### src/rtl/ahb_bus_arbiter_pkg.sv
// Shared AHB encodings and arbiter state for the bus arbiter slice.
package ahb_bus_arbiter_pkg;

  typedef enum logic [1:0] {
    TRANS_IDLE   = 2'b00,
    TRANS_BUSY   = 2'b01,
    TRANS_NONSEQ = 2'b10,
    TRANS_SEQ    = 2'b11
  } htrans_e;

  typedef enum logic [2:0] {
    BURST_SINGLE = 3'b000,
    BURST_INCR   = 3'b001,
    BURST_WRAP4  = 3'b010,
    BURST_INCR4  = 3'b011,
    BURST_WRAP8  = 3'b100,
    BURST_INCR8  = 3'b101,
    BURST_WRAP16 = 3'b110,
    BURST_INCR16 = 3'b111
  } hburst_e;

  typedef enum logic {
    RESP_OKAY  = 1'b0,
    RESP_ERROR = 1'b1
  } hresp_e;

  typedef enum logic [1:0] {
    ARB_PARK   = 2'b00,
    ARB_OWNED  = 2'b01,
    ARB_BURST  = 2'b10,
    ARB_LOCKED = 2'b11
  } arb_state_e;

  localparam int unsigned BEAT_CNT_W = 5;

  // Beats in a burst; undefined-length INCR counts as one so it never holds the counter.
  function automatic logic [BEAT_CNT_W-1:0] burst_beats(input hburst_e burst);
    case (burst)
      BURST_WRAP4,  BURST_INCR4:  burst_beats = 5'd4;
      BURST_WRAP8,  BURST_INCR8:  burst_beats = 5'd8;
      BURST_WRAP16, BURST_INCR16: burst_beats = 5'd16;
      default:                    burst_beats = 5'd1;
    endcase
  endfunction

endpackage

### src/rtl/ahb_bus_arbiter_if.sv
// Request/grant bundle between the masters' side and the arbiter.
interface ahb_bus_arbiter_if #(
  parameter int unsigned NUM_MASTERS = 4
);
  import ahb_bus_arbiter_pkg::*;

  localparam int unsigned MIDX_W = (NUM_MASTERS > 1) ? $clog2(NUM_MASTERS) : 1;

  logic [NUM_MASTERS-1:0] hbusreq;
  logic [NUM_MASTERS-1:0] hlock;
  htrans_e                htrans;
  hburst_e                hburst;
  logic                   hready;
  hresp_e                 hresp;
  logic [NUM_MASTERS-1:0] hgrant;
  logic [MIDX_W-1:0]      hmaster;
  logic [MIDX_W-1:0]      hmaster_data;
  logic                   hmastlock;

  // Requester side: drives requests and the muxed address-phase controls.
  modport master (
    output hbusreq, hlock, htrans, hburst, hready, hresp,
    input  hgrant, hmaster, hmaster_data, hmastlock
  );

  // Arbiter side.
  modport slave (
    input  hbusreq, hlock, htrans, hburst, hready, hresp,
    output hgrant, hmaster, hmaster_data, hmastlock
  );

endinterface

### src/rtl/ahb_bus_arbiter_rr_picker.sv
// Combinational round-robin picker: scans from last+1, wrapping, with last checked last.
module ahb_rr_priority_picker #(
  parameter int unsigned NUM_MASTERS = 4,
  parameter int unsigned MIDX_W      = 2
) (
  input  logic [NUM_MASTERS-1:0] req,
  input  logic [MIDX_W-1:0]      last,
  output logic [NUM_MASTERS-1:0] win_oh,
  output logic [MIDX_W-1:0]      win_idx,
  output logic                   valid
);

  int unsigned       cand;
  logic [MIDX_W-1:0] cand_idx;

  always_comb begin
    win_oh   = '0;
    win_idx  = '0;
    valid    = 1'b0;
    cand     = 0;
    cand_idx = '0;
    for (int unsigned i = 1; i <= NUM_MASTERS; i++) begin
      cand = 32'(last) + i;
      if (cand >= NUM_MASTERS) cand = cand - NUM_MASTERS;
      cand_idx = MIDX_W'(cand);
      if (!valid && req[cand_idx]) begin
        valid   = 1'b1;
        win_idx = cand_idx;
        win_oh  = NUM_MASTERS'(1) << cand;
      end
    end
  end

endmodule

### src/rtl/ahb_bus_arbiter.sv
// Round-robin AHB arbiter with fixed-burst and locked-sequence hold, parking on a default master.
module ahb_bus_arbiter #(
  parameter int unsigned NUM_MASTERS    = 4,
  parameter int unsigned DEFAULT_MASTER = 0
) (
  input logic              hclk,
  input logic              hresetn,
  ahb_bus_arbiter_if.slave bus
);
  import ahb_bus_arbiter_pkg::*;

  localparam int unsigned MIDX_W = (NUM_MASTERS > 1) ? $clog2(NUM_MASTERS) : 1;
  localparam logic [NUM_MASTERS-1:0] DEF_GNT = NUM_MASTERS'(1) << DEFAULT_MASTER;
  localparam logic [MIDX_W-1:0]      DEF_IDX = MIDX_W'(DEFAULT_MASTER);

  arb_state_e             state_q, state_d;
  logic [BEAT_CNT_W-1:0]  cnt_q, cnt_d, cnt_upd;
  logic                   err_q, err_d;
  logic [NUM_MASTERS-1:0] hgrant_q, hgrant_d;
  logic [MIDX_W-1:0]      hmaster_q, hmaster_d;
  logic [MIDX_W-1:0]      hmaster_data_q, hmaster_data_d;
  logic                   hmastlock_q, hmastlock_d;

  logic                   owner_lock, owner_req, xfer_done;
  logic                   normal_pt, err_pt, arb_point;
  logic [NUM_MASTERS-1:0] pick_oh;
  logic [MIDX_W-1:0]      pick_idx;
  logic                   pick_valid;

  ahb_rr_priority_picker #(
    .NUM_MASTERS (NUM_MASTERS),
    .MIDX_W      (MIDX_W)
  ) u_picker (
    .req     (bus.hbusreq),
    .last    (hmaster_q),
    .win_oh  (pick_oh),
    .win_idx (pick_idx),
    .valid   (pick_valid)
  );

  // State register.
  always_ff @(posedge hclk or negedge hresetn) begin
    if (!hresetn) begin
      state_q        <= ARB_PARK;
      cnt_q          <= '0;
      err_q          <= 1'b0;
      hgrant_q       <= DEF_GNT;
      hmaster_q      <= DEF_IDX;
      hmaster_data_q <= DEF_IDX;
      hmastlock_q    <= 1'b0;
    end else begin
      state_q        <= state_d;
      cnt_q          <= cnt_d;
      err_q          <= err_d;
      hgrant_q       <= hgrant_d;
      hmaster_q      <= hmaster_d;
      hmaster_data_q <= hmaster_data_d;
      hmastlock_q    <= hmastlock_d;
    end
  end

  // Next state: beat counter, error tracking and arbitration decision.
  always_comb begin
    cnt_upd    = cnt_q;
    err_d      = err_q;
    owner_lock = bus.hlock[hmaster_q];
    owner_req  = bus.hbusreq[hmaster_q];

    if (!bus.hready) begin
      if (bus.hresp == RESP_ERROR) begin
        cnt_upd = '0;
        err_d   = 1'b1;
      end
    end else begin
      err_d = 1'b0;
      case (bus.htrans)
        TRANS_NONSEQ: cnt_upd = burst_beats(bus.hburst) - 5'd1;
        TRANS_SEQ:    cnt_upd = (cnt_q == '0) ? '0 : cnt_q - 5'd1;
        default:      cnt_upd = cnt_q;
      endcase
    end

    // INCR is only released once its owner stops requesting.
    xfer_done = ((bus.htrans == TRANS_NONSEQ) || (bus.htrans == TRANS_SEQ)) &&
                ((bus.hburst != BURST_INCR) || !owner_req);
    normal_pt = bus.hready && (cnt_upd == '0) && !owner_lock &&
                ((bus.htrans == TRANS_IDLE) || xfer_done);
    err_pt    = bus.hready && err_q && !owner_lock;
    arb_point = normal_pt || err_pt;
    cnt_d     = err_pt ? '0 : cnt_upd;

    state_d = state_q;
    if (arb_point) begin
      if (!pick_valid)               state_d = ARB_PARK;
      else if (bus.hlock[pick_idx])  state_d = ARB_LOCKED;
      else                           state_d = ARB_OWNED;
    end else if (bus.hready) begin
      if (owner_lock)                state_d = ARB_LOCKED;
      else if (cnt_d != '0)          state_d = ARB_BURST;
      else if (state_q != ARB_PARK)  state_d = ARB_OWNED;
    end
  end

  // Outputs: grant/owner move only at arbitration points, data owner follows on accepted beats.
  always_comb begin
    hgrant_d       = hgrant_q;
    hmaster_d      = hmaster_q;
    hmaster_data_d = hmaster_data_q;
    hmastlock_d    = hmastlock_q;

    if (arb_point) begin
      if (state_d == ARB_PARK) begin
        hgrant_d  = DEF_GNT;
        hmaster_d = DEF_IDX;
      end else begin
        hgrant_d  = pick_oh;
        hmaster_d = pick_idx;
      end
    end

    if (bus.hready) begin
      hmaster_data_d = hmaster_q;
      hmastlock_d    = owner_lock && (bus.htrans != TRANS_IDLE);
    end
  end

  assign bus.hgrant       = hgrant_q;
  assign bus.hmaster      = hmaster_q;
  assign bus.hmaster_data = hmaster_data_q;
  assign bus.hmastlock    = hmastlock_q;

endmodule

### src/flat_wrapper.sv
// flat-port wrapper written by rule: the top's interface ports become plain ports
module ahb_bus_arbiter_flat import ahb_bus_arbiter_pkg::*;
#(
  parameter int unsigned NUM_MASTERS    = 4,
  parameter int unsigned DEFAULT_MASTER = 0
)
  (hclk, hresetn, bus_hbusreq, bus_hlock, bus_htrans, bus_hburst, bus_hready, bus_hresp, bus_hgrant, bus_hmaster, bus_hmaster_data, bus_hmastlock);
  ahb_bus_arbiter_if #(.NUM_MASTERS(NUM_MASTERS)) bus_i ();
  input logic hclk;
  input logic hresetn;
  input wire logic [$bits(bus_i.hbusreq)-1:0] bus_hbusreq;
  input wire logic [$bits(bus_i.hlock)-1:0] bus_hlock;
  input wire logic [$bits(bus_i.htrans)-1:0] bus_htrans;
  input wire logic [$bits(bus_i.hburst)-1:0] bus_hburst;
  input wire logic [$bits(bus_i.hready)-1:0] bus_hready;
  input wire logic [$bits(bus_i.hresp)-1:0] bus_hresp;
  output wire logic [$bits(bus_i.hgrant)-1:0] bus_hgrant;
  output wire logic [$bits(bus_i.hmaster)-1:0] bus_hmaster;
  output wire logic [$bits(bus_i.hmaster_data)-1:0] bus_hmaster_data;
  output wire logic [$bits(bus_i.hmastlock)-1:0] bus_hmastlock;
  assign bus_i.hbusreq = bus_hbusreq;
  assign bus_i.hlock = bus_hlock;
  assign bus_i.htrans = bus_htrans;
  assign bus_i.hburst = bus_hburst;
  assign bus_i.hready = bus_hready;
  assign bus_i.hresp = bus_hresp;
  assign bus_hgrant = bus_i.hgrant;
  assign bus_hmaster = bus_i.hmaster;
  assign bus_hmaster_data = bus_i.hmaster_data;
  assign bus_hmastlock = bus_i.hmastlock;
  ahb_bus_arbiter #(.NUM_MASTERS(NUM_MASTERS), .DEFAULT_MASTER(DEFAULT_MASTER)) u_core (.hclk(hclk), .hresetn(hresetn), .bus(bus_i));
endmodule
### config.mk
export PLATFORM = sky130hd
export DESIGN_NAME = ahb_bus_arbiter_flat
export DESIGN_NICKNAME = d
export VERILOG_FILES = /design/src/rtl/ahb_bus_arbiter_pkg.sv /design/src/rtl/ahb_bus_arbiter_if.sv /design/src/rtl/ahb_bus_arbiter_rr_picker.sv /design/src/rtl/ahb_bus_arbiter.sv /design/src/flat_wrapper.sv
export SDC_FILE = /design/constraint.sdc
export NUM_CORES = 1
export LEC_CHECK = 0
export BUFFER_PORTS_ARGS = -buffer_cell sky130_fd_sc_hd__buf_2
export CORE_MARGIN = 2
export CORE_UTILIZATION = 50
export CTS_CLUSTER_SIZE = 12
export DETAILED_ROUTE_END_ITERATION = 6
export PLACE_DENSITY = 0.72
export SKIP_CTS_REPAIR_TIMING = 1
export SKIP_LAST_GASP = 1
export SLEW_MARGIN = 20
export SYNTH_ARGS = -nofsm -noshare
export SYNTH_HDL_FRONTEND = slang
export SYNTH_SLANG_ARGS = --single-unit
### constraint.sdc
create_clock -name hclk -period 3.2 [get_ports hclk]
set_input_delay 0.32 -clock hclk [delete_from_list [all_inputs] [get_ports hclk]]
set_output_delay 0.32 -clock hclk [all_outputs]
set_load 0.01 [all_outputs]
==> results of run 1 <==
==> tightest hold or removal path: cells and delay by family <==
kind                   cells  cell delay [ns]
AND/OR/NAND/NOR            2             0.12
buffers and inverters      1             0.10
==> where the power goes <==
part	total (mW)	internal, mW	switching, mW
logic	0.911	0.400	0.511
clock network	0.111	0.0465	0.0649
registers	0.337	0.293	0.0439
==> sequential cells by signal (all words and copies together) (netlist names) <==
name                     count
u_core.bus.hgrant            4
u_core.err_q                 1
u_core.bus.hmastlock         1
u_core.state_q               2
u_core.bus.hmaster           2
u_core.cnt_q                 5
u_core.bus.hmaster_data      2
==> metal layers <==
metal  track usage (%)  routed length (microns)  up-vias
li1                  -                        -      689
met1             25.39                     1362      658
met2             40.32                     1809       29
met3            0.8734                       93        2
met4             7.143                       18        0
met5                 0                        0        -
==> area by class of cell <==
type / instances / area [sq um] / share of cell area (%)
sequential: 17 / 426.7 / 25.35
clock buffer: 3 / 22.52 / 1.338
clock inverter: 1 / 5.005 / 0.2974
multi-input combinational: 135 / 991.0 / 58.88
tap: 31 / 38.79 / 2.305
timing repair buffer: 29 / 157.7 / 9.368
inverter: 11 / 41.29 / 2.454
==> kinds of logic after synthesis <==
group / after synthesis / share of synthesized area (%)
buf+inv: 21 / 6.441
flops: 17 / 28.16
compound gates: 53 / 23.70
fa+ha+maj: 9 / 7.432
simple gates: 60 / 21.30
mux: 11 / 11.81
xor+xnor: 2 / 1.156
==> worst max-delay path by stage <==
| stage | end | slack (ns) | cells past startpoint |
|---|---|---|---|
| 2_1_floorplan | u_core.bus.hgrant[0] | 0.24 | 11 |
| 3_3_place_gp | u_core.bus.hgrant[0] | 0.46 | 9 |
| 3_5_place_dp | u_core.bus.hgrant[0] | 0.34 | 9 |
| 4_1_cts | u_core.bus.hgrant[0] | 0.32 | 9 |
| 5_1_grt | u_core.bus.hmaster[0] | 0.11 | 9 |
| 6_report | u_core.bus.hgrant[0] | 0.31 | 9 |
==> placed cells by master (no fill, tap or decap), types with 2 or more instances in the layout <==
cell type / Yosys / layout
dfrtp_1: 16 / 16
ha_1: 9 / 9
mux4_2: 4 / 4
a221oi_1: 3 / 3
nand2_1: 14 / 14
inv_1: 11 / 11
a211oi_1: 3 / 3
and2_1: 2 / 2
a31oi_1: 2 / 2
o211ai_1: 3 / 3
nand4b_1: 2 / 2
buf_2: 3 / 25
nor2_1: 15 / 15
a21o_1: 2 / 2
or3_1: 2 / 2
o211a_1: 2 / 2
clkbuf_4: 0 / 3
xnor2_1: 2 / 2
a21oi_1: 8 / 8
or2_2: 2 / 2
nor2b_1: 7 / 7
buf_4: 0 / 3
o31ai_1: 3 / 3
mux2i_1: 4 / 4
nor3_1: 3 / 3
a22oi_1: 4 / 4
nor3b_1: 3 / 3
nand3_1: 3 / 3
o221a_2: 2 / 2
o21ai_0: 16 / 16
mux2_2: 2 / 2
==> impl_metrics.json, run 1 <==
{
  "status": "complete, no violations",
  "synth_top_area_cell": "dfrtp_1",
  "area_delta_synth_final_pct": 11.06,
  "holdPathStages": 3,
  "initial_utilization_pct": 53.56,
  "yosys_warnings": 0,
  "final_cells": 227,
  "drc_errors": 0,
  "yosys-top-cells-area": "dfrtp_1 (26%), ha_1 (7.4%), mux4_2 (5.9%)",
  "final.setup.tns_ns": 0,
  "cp-start-kind": "flip-flop",
  "hold_path_startpoint": "bus_hresp",
  "synthFlopType": "dfrtp_1",
  "cts_num_sinks": 17,
  "relSlewSlack_pct": 38.14,
  "place_congestion": 0.8757,
  "rr_startpoint": "u_core.bus.hmaster[1]",
  "clock_latency_ns": 0.29,
  "cts_tree": "yes",
  "synth.avg_cell_area_sq_um": 8.758,
  "power_density_nw_per_um2": 807.6,
  "grt_util_all_layers_pct": 21.22,
  "grt_pass1_wl_microns": 5816,
  "p_leak_nw": 0.7530,
  "via_per_inst": 6.070,
  "crit_chain": "inv_1 > ha_1 > mux4_2 > or3_4 > nor2_1 > o32ai_1 > a21o_1 > a21o_1 > a21oi_1",
  "slowest_delay_ns": 0.68,
  "setup_viol": 0,
  "peakVddDrop_uv": 418.4,
  "path_common_cell": "a21o_1",
  "ys_ff_latch": 17,
  "grt_pass1_vias": 1349,
  "fp-row-count": 19,
  "min_period_ns": 2.886,
  "core-area_sq_um": 2829,
  "crit_buf_inv": 1,
  "overflow": 0,
  "clk_path_buf_depth": 2,
  "post-route-period-util_pct": 90.19,
  "arrival_ns": 3.11,
  "yosysTopAreaCellShare_pct": 26.42,
  "placed_area_sq_um": 1645,
  "die-area_sq_um": 3487,
  "synth.distinct_cells": 45,
  "cp_max_fo": 14,
  "critPathRequiredTime_ns": 3.43,
  "seq_area_frac_synth_pct": 28.16,
  "cts_root_buf": "clkbuf_4",
  "mappedNetlistNets": 199,
  "cp_slowest_cell": "mux4_2",
  "synth-edff-count": 0,
  "setup_ws_ns": 0.3138,
  "worstMarginPinSlew_ns": 0.9236,
  "cp-startpoint": "u_core.bus.hmaster[1]",
  "reg2reg_setup_slack_ns": 0.31,
  "hold_end": "u_core.err_q",
  "worstSetupPathType": "flip-flop to flip-flop",
  "max-cap-violations": 0,
  "postSynthCellCount": 173,
  "final_cell_area_sq_um": 1683,
  "ant_nets": 0,
  "drive_above_1_share_pct": 23.98,
  "place_ws_ns": 0.3433,
  "nNetsFinal": 223,
  "hp-class": "input port to flip-flop",
  "synth_commonest_cells": "dfrtp_1 (16), o21ai_0 (16), nor2_1 (15)",
  "cts_max_level": 1,
  "drt_iter0_drc": 97,
  "synth_area_sq_um": 1515,
  "r2r_end": "u_core.bus.hgrant[0]",
  "routed_wl_microns": 3283,
  "fill_cells": 277,
  "crit_family": "multiplexers",
  "clk_pin_slew_ns": 0.10,
  "hold_viol_final": 0,
  "finish.utilization_pct": 59.49,
  "reg2reg_depth": 9,
  "die_w_microns": 59.05,
  "fin_hold_ws_ns": 0.2952,
  "via_count": 1378,
  "cp-end-kind": "flip-flop",
  "antenna_cells": 0,
  "numCtsBuffers": 3,
  "antenna_found_initial": 0,
  "ios": 26,
  "drt-pass1-iter-count": 4,
  "grt_setup_unrepaired": "false",
  "post_drt_wl_per_cell_microns": 14.46,
  "skew_ns": 0.006689,
  "grt_max_degree": 23,
  "hpwlAfterDp_microns": 2621,
  "max_freq_mhz": 346.5,
  "slew_viol_final": 0,
  "fp.dieH_microns": 59.05,
  "total_power_mw": 1.359,
  "dp.cells": 222,
  "port_buffers": 25,
  "postSynth.asyncResetShare_pct": 100.0
}
(Power assumes the default switching activity.)
==> run 2, diff against run 1 <==
CORE_UTILIZATION = 55   (was 50)
PLACE_DENSITY = 0.78   (was 0.72)
==> impl_metrics.json, run 2 (synthesis results as in run 1) <==
{
  "fp.dieH_microns": 56.49,
  "layout_commonest_cell": "buf_2",
  "via_per_inst": 6.110,
  "status": "complete, no violations",
  "cp_slowest_cell": "mux4_2",
  "worstSetupPathType": "flip-flop to flip-flop",
  "grt_util_all_layers_pct": 23.64,
  "crit_chain": "inv_1 > ha_1 > mux4_2 > or3_4 > nor2_1 > o32ai_1 > a21o_1 > a21o_1 > a21oi_1",
  "post_drt_wl_per_cell_microns": 14.83,
  "worstMarginPinSlew_ns": 0.8919,
  "hp-class": "input port to flip-flop",
  "critPathRequiredTime_ns": 3.43,
  "core-area_sq_um": 2686,
  "relSlewSlack_pct": 40.26,
  "via_count": 1387,
  "clock_latency_ns": 0.29,
  "cp-start-kind": "flip-flop",
  "slew_viol_final": 0,
  "clk_path_buf_depth": 2,
  "setup_viol": 0,
  "cts_max_level": 1,
  "clk_pin_slew_ns": 0.09,
  "cts_num_sinks": 17,
  "ant_nets": 0,
  "drc_errors": 0,
  "drive_above_1_share_pct": 23.47,
  "p_leak_nw": 0.7503,
  "slowest_delay_ns": 0.69,
  "grt_max_degree": 23,
  "hpwlAfterDp_microns": 2674,
  "die-area_sq_um": 3191,
  "max_freq_mhz": 351.7,
  "multi_input_area_sq_um": 991.0,
  "die_w_microns": 56.49,
  "cp_max_fo": 14,
  "power_density_nw_per_um2": 815.4,
  "cts_tree": "yes",
  "path_common_cell": "a21o_1",
  "nNetsFinal": 223,
  "max-cap-violations": 0,
  "antenna_cells": 0,
  "numCtsBuffers": 3,
  "hold_viol_final": 0,
  "regArea_sq_um": 426.7,
  "drt-pass1-iter-count": 4,
  "routed_wl_microns": 3367,
  "fp-row-count": 19,
  "cp-end-kind": "flip-flop",
  "post-route-period-util_pct": 88.86,
  "reg2reg_setup_slack_ns": 0.36,
  "ios": 26,
  "drt_iter0_drc": 56,
  "grt_setup_unrepaired": "false",
  "peakVddDrop_uv": 552.7,
  "grt_pass1_vias": 1368,
  "grt_pass1_wl_microns": 5982,
  "place_congestion": 0.9304,
  "finish.utilization_pct": 62.60,
  "antenna_found_initial": 0,
  "min_period_ns": 2.843,
  "final_cell_mix": "buf_2 (25), o21ai_0 (16), dfrtp_1 (16)",
  "initial_utilization_pct": 56.40,
  "final.setup.tns_ns": 0,
  "overflow": 0,
  "cts_root_buf": "clkbuf_4",
  "arrival_ns": 3.07,
  "largest_reg_flops": 5,
  "fill_cells": 240,
  "skew_ns": 0.004235,
  "area_delta_synth_final_pct": 10.98,
  "largest-register": "u_core.cnt_q",
  "port_buffers": 25
}
[run 2: power breakdown]
group | leakage (nW) | switching [mW] | total [mW] | internal [mW]
logic | 0.524 | 0.522 | 0.922 | 0.401
clock network | 0.0150 | 0.0630 | 0.112 | 0.0486
registers | 0.212 | 0.0444 | 0.337 | 0.293
total | 0.750 | 0.629 | 1.37 | 0.742
[run 2: final timing paths]
path	start	cells after the start	to
hold / removal	bus_hresp	3	u_core.err_q
max in group asynchronous	hresetn	2	u_core.bus.hgrant[0]
setup reg to reg	u_core.bus.hmaster[1]	9	u_core.bus.hgrant[0]
setup / recovery	u_core.bus.hmaster[1]	9	u_core.bus.hgrant[0]
min in group asynchronous	hresetn	2	u_core.err_q
hold reg to reg	u_core.bus.hgrant[1]	2	u_core.bus.hgrant[1]
[run 2: worst max-delay path: cells and delay by family (launching register included)]
kind	cells	cell delay, ns
and+or+nand+nor	2	0.59
DFF	1	0.35
buffers and inverters	1	0.11
AOI/OAI and AO/OA	4	0.58
muxes	1	0.69
adders and majority gates	1	0.47
[run 2: cell type report]
| type | instances | area share [%] |
|---|---|---|
| Multi-Input combinational cell | 135 | 58.93 |
| Tap cell | 31 | 2.307 |
| Inverter | 11 | 2.455 |
| Timing Repair Buffer | 29 | 9.375 |
| Clock buffer | 4 | 1.563 |
| Sequential cell | 17 | 25.37 |
[run 2: per-stage QoR]
| step | setup slack [ns] | instance area [sq um] | power (mW) | cells | hold slack (ns) |
|---|---|---|---|---|---|
| 2_1_floorplan | 0.2411 | 1515 | 1.055 | 173 | 0.02441 |
| 3_3_place_gp | 0.4889 | 1645 | 1.225 | 222 | 0.2442 |
| 3_5_place_dp | 0.3539 | 1645 | 1.259 | 222 | 0.2500 |
| 4_1_cts | 0.3478 | 1672 | 1.373 | 226 | -0.06713 |
| 5_1_grt | 0.05537 | 1682 | 1.507 | 227 | 0.3228 |
| 6_report | 0.3566 | 1682 | 1.371 | 227 | 0.2888 |
[run 2: routing by layer]
| metal | global-route usage (%) | wire (microns) | share of wire [%] |
|---|---|---|---|
| met1 | 28.64 | 1359 | 40 |
| met2 | 42.86 | 1834 | 54 |
| met3 | 2.074 | 113 | 3.4 |
| met4 | 9.184 | 59 | 1.8 |
| met5 | 0 | 0 | 0 |
==> run 3, diff against run 2 <==
REMOVE_ABC_BUFFERS = 1   (was default)
==> impl_metrics.json, run 3 (synthesis results as in run 1) <==
{
  "overflow": 0,
  "final_cell_mix": "buf_2 (25), o21ai_0 (16), dfrtp_1 (16)",
  "worstSetupPathType": "flip-flop to flip-flop",
  "antenna_cells": 0,
  "critPathRequiredTime_ns": 3.40,
  "cts_max_level": 1,
  "port_buffers": 25,
  "ios": 26,
  "grt_pass1_wl_microns": 5878,
  "grt_setup_unrepaired": "false",
  "routed_wl_microns": 3528,
  "largest-register": "u_core.cnt_q",
  "crit_chain": "inv_1 > ha_1 > mux4_2 > or3_4 > nor3_1 > a21oi_2 > mux2i_1 > o31ai_1",
  "worstMarginPinSlew_ns": 0.9535,
  "fp-row-count": 19,
  "drc_errors": 0,
  "setup_viol": 0,
  "slew_viol_final": 0,
  "initial_utilization_pct": 56.40,
  "post-route-period-util_pct": 89.87,
  "drive_above_1_share_pct": 23.98,
  "p_leak_nw": 0.7530,
  "die-area_sq_um": 3191,
  "post_drt_wl_per_cell_microns": 15.54,
  "numCtsBuffers": 3,
  "grt_max_degree": 23,
  "clock_latency_ns": 0.30,
  "drt-pass1-iter-count": 4,
  "cp-start-kind": "flip-flop",
  "largest_reg_flops": 5,
  "cp_slowest_cell": "mux4_2",
  "arrival_ns": 3.07,
  "via_per_inst": 6.203,
  "cts_tree": "yes",
  "setup_ws_ns": 0.3241,
  "antenna_found_initial": 0,
  "die_w_microns": 56.49,
  "place_ws_ns": 0.3661,
  "clk_pin_slew_ns": 0.11,
  "dp.cells": 222,
  "final_cells": 227,
  "power_density_nw_per_um2": 825.5,
  "cp-end-kind": "flip-flop",
  "cp_max_fo": 14,
  "peakVddDrop_uv": 550.2,
  "status": "complete, no violations",
  "layout_commonest_cell": "buf_2",
  "hold_viol_final": 0,
  "via_count": 1408,
  "area_delta_synth_final_pct": 11.06,
  "clk_path_buf_depth": 2,
  "hp-class": "input port to flip-flop",
  "min_period_ns": 2.876,
  "drt_iter0_drc": 68,
  "skew_ns": 0.005800,
  "ant_nets": 0,
  "slowest_delay_ns": 0.69,
  "max-cap-violations": 0,
  "max_freq_mhz": 347.7,
  "grt_util_all_layers_pct": 23.17,
  "fp.dieH_microns": 56.49,
  "relSlewSlack_pct": 36.13,
  "core-area_sq_um": 2686,
  "grt_pass1_vias": 1352,
  "nNetsFinal": 223,
  "cts_root_buf": "clkbuf_4",
  "fill_cells": 245,
  "place_congestion": 0.8723,
  "hpwlAfterDp_microns": 2697,
  "cts_num_sinks": 17
}
[run 3: worst max-delay path, delay by kind of cell, from the launching register on]
| family | cells | cell delay [ns] |
|---|---|---|
| adders and majority gates | 1 | 0.45 |
| muxes | 2 | 0.82 |
| and+or+nand+nor | 2 | 0.69 |
| DFF | 1 | 0.36 |
| buffers and inverters | 1 | 0.10 |
| AOI/OAI and AO/OA | 2 | 0.35 |
[run 3: path summary, 6_finish.rpt]
kind                                            start               endpoint  slack [ns]  cells after the start
worst max-delay path            u_core.bus.hmaster[1]      u_core.state_q[1]        0.32                      8
worst min-delay path                        bus_hresp           u_core.err_q        0.28                      3
worst max register to register  u_core.bus.hmaster[1]      u_core.state_q[1]        0.32                      8
worst min register to register   u_core.bus.hgrant[1]   u_core.bus.hgrant[1]        0.48                      2
max in group asynchronous                     hresetn   u_core.bus.hgrant[0]        2.42                      2
min in group asynchronous                     hresetn  u_core.bus.hmaster[1]        0.47                      2
[run 3: metal layers]
layer	global-route usage, %	share of wire [%]	up-vias
met5	0	0	-
met4	7.823	1.8	0
met3	5.530	4.8	8
met2	42.03	53	47
met1	26.29	40	668
li1	-	-	685
[run 3: area by class of cell]
class / count / area (sq um) / area share, %
multi-input cells: 135 / 991.0 / 58.88
flip-flops and latches: 17 / 426.7 / 25.35
repair buffers: 29 / 157.7 / 9.368
inverters: 11 / 41.29 / 2.454
well taps: 31 / 38.79 / 2.305
clock buffers: 3 / 22.52 / 1.338
clock inverters: 1 / 5.005 / 0.2974
[run 3: stage by stage]
stage / util (%) / hold slack (ns) / TNS (ns) / area (sq um) / power (mW)
final: 62.65 / 0.2751 / 0 / 1683 / 1.389
after global routing: 62.65 / 0.2894 / 0 / 1683 / 1.504
after CTS: 62.27 / -0.07032 / 0 / 1673 / 1.385
after detailed placement: 61.25 / 0.2635 / 0 / 1645 / 1.264
after global placement: 61.25 / 0.2576 / 0 / 1645 / 1.230
after floorplan: - / 0.02441 / -0.09014 / 1459 / 1.005
[run 3: power by group]
| part | total (mW) | switching [mW] | internal (mW) |
|---|---|---|---|
| combinational | 0.930 | 0.530 | 0.400 |
| sequential | 0.337 | 0.0449 | 0.293 |
| clock | 0.122 | 0.0749 | 0.0466 |
| total | 1.39 | 0.650 | 0.740 |
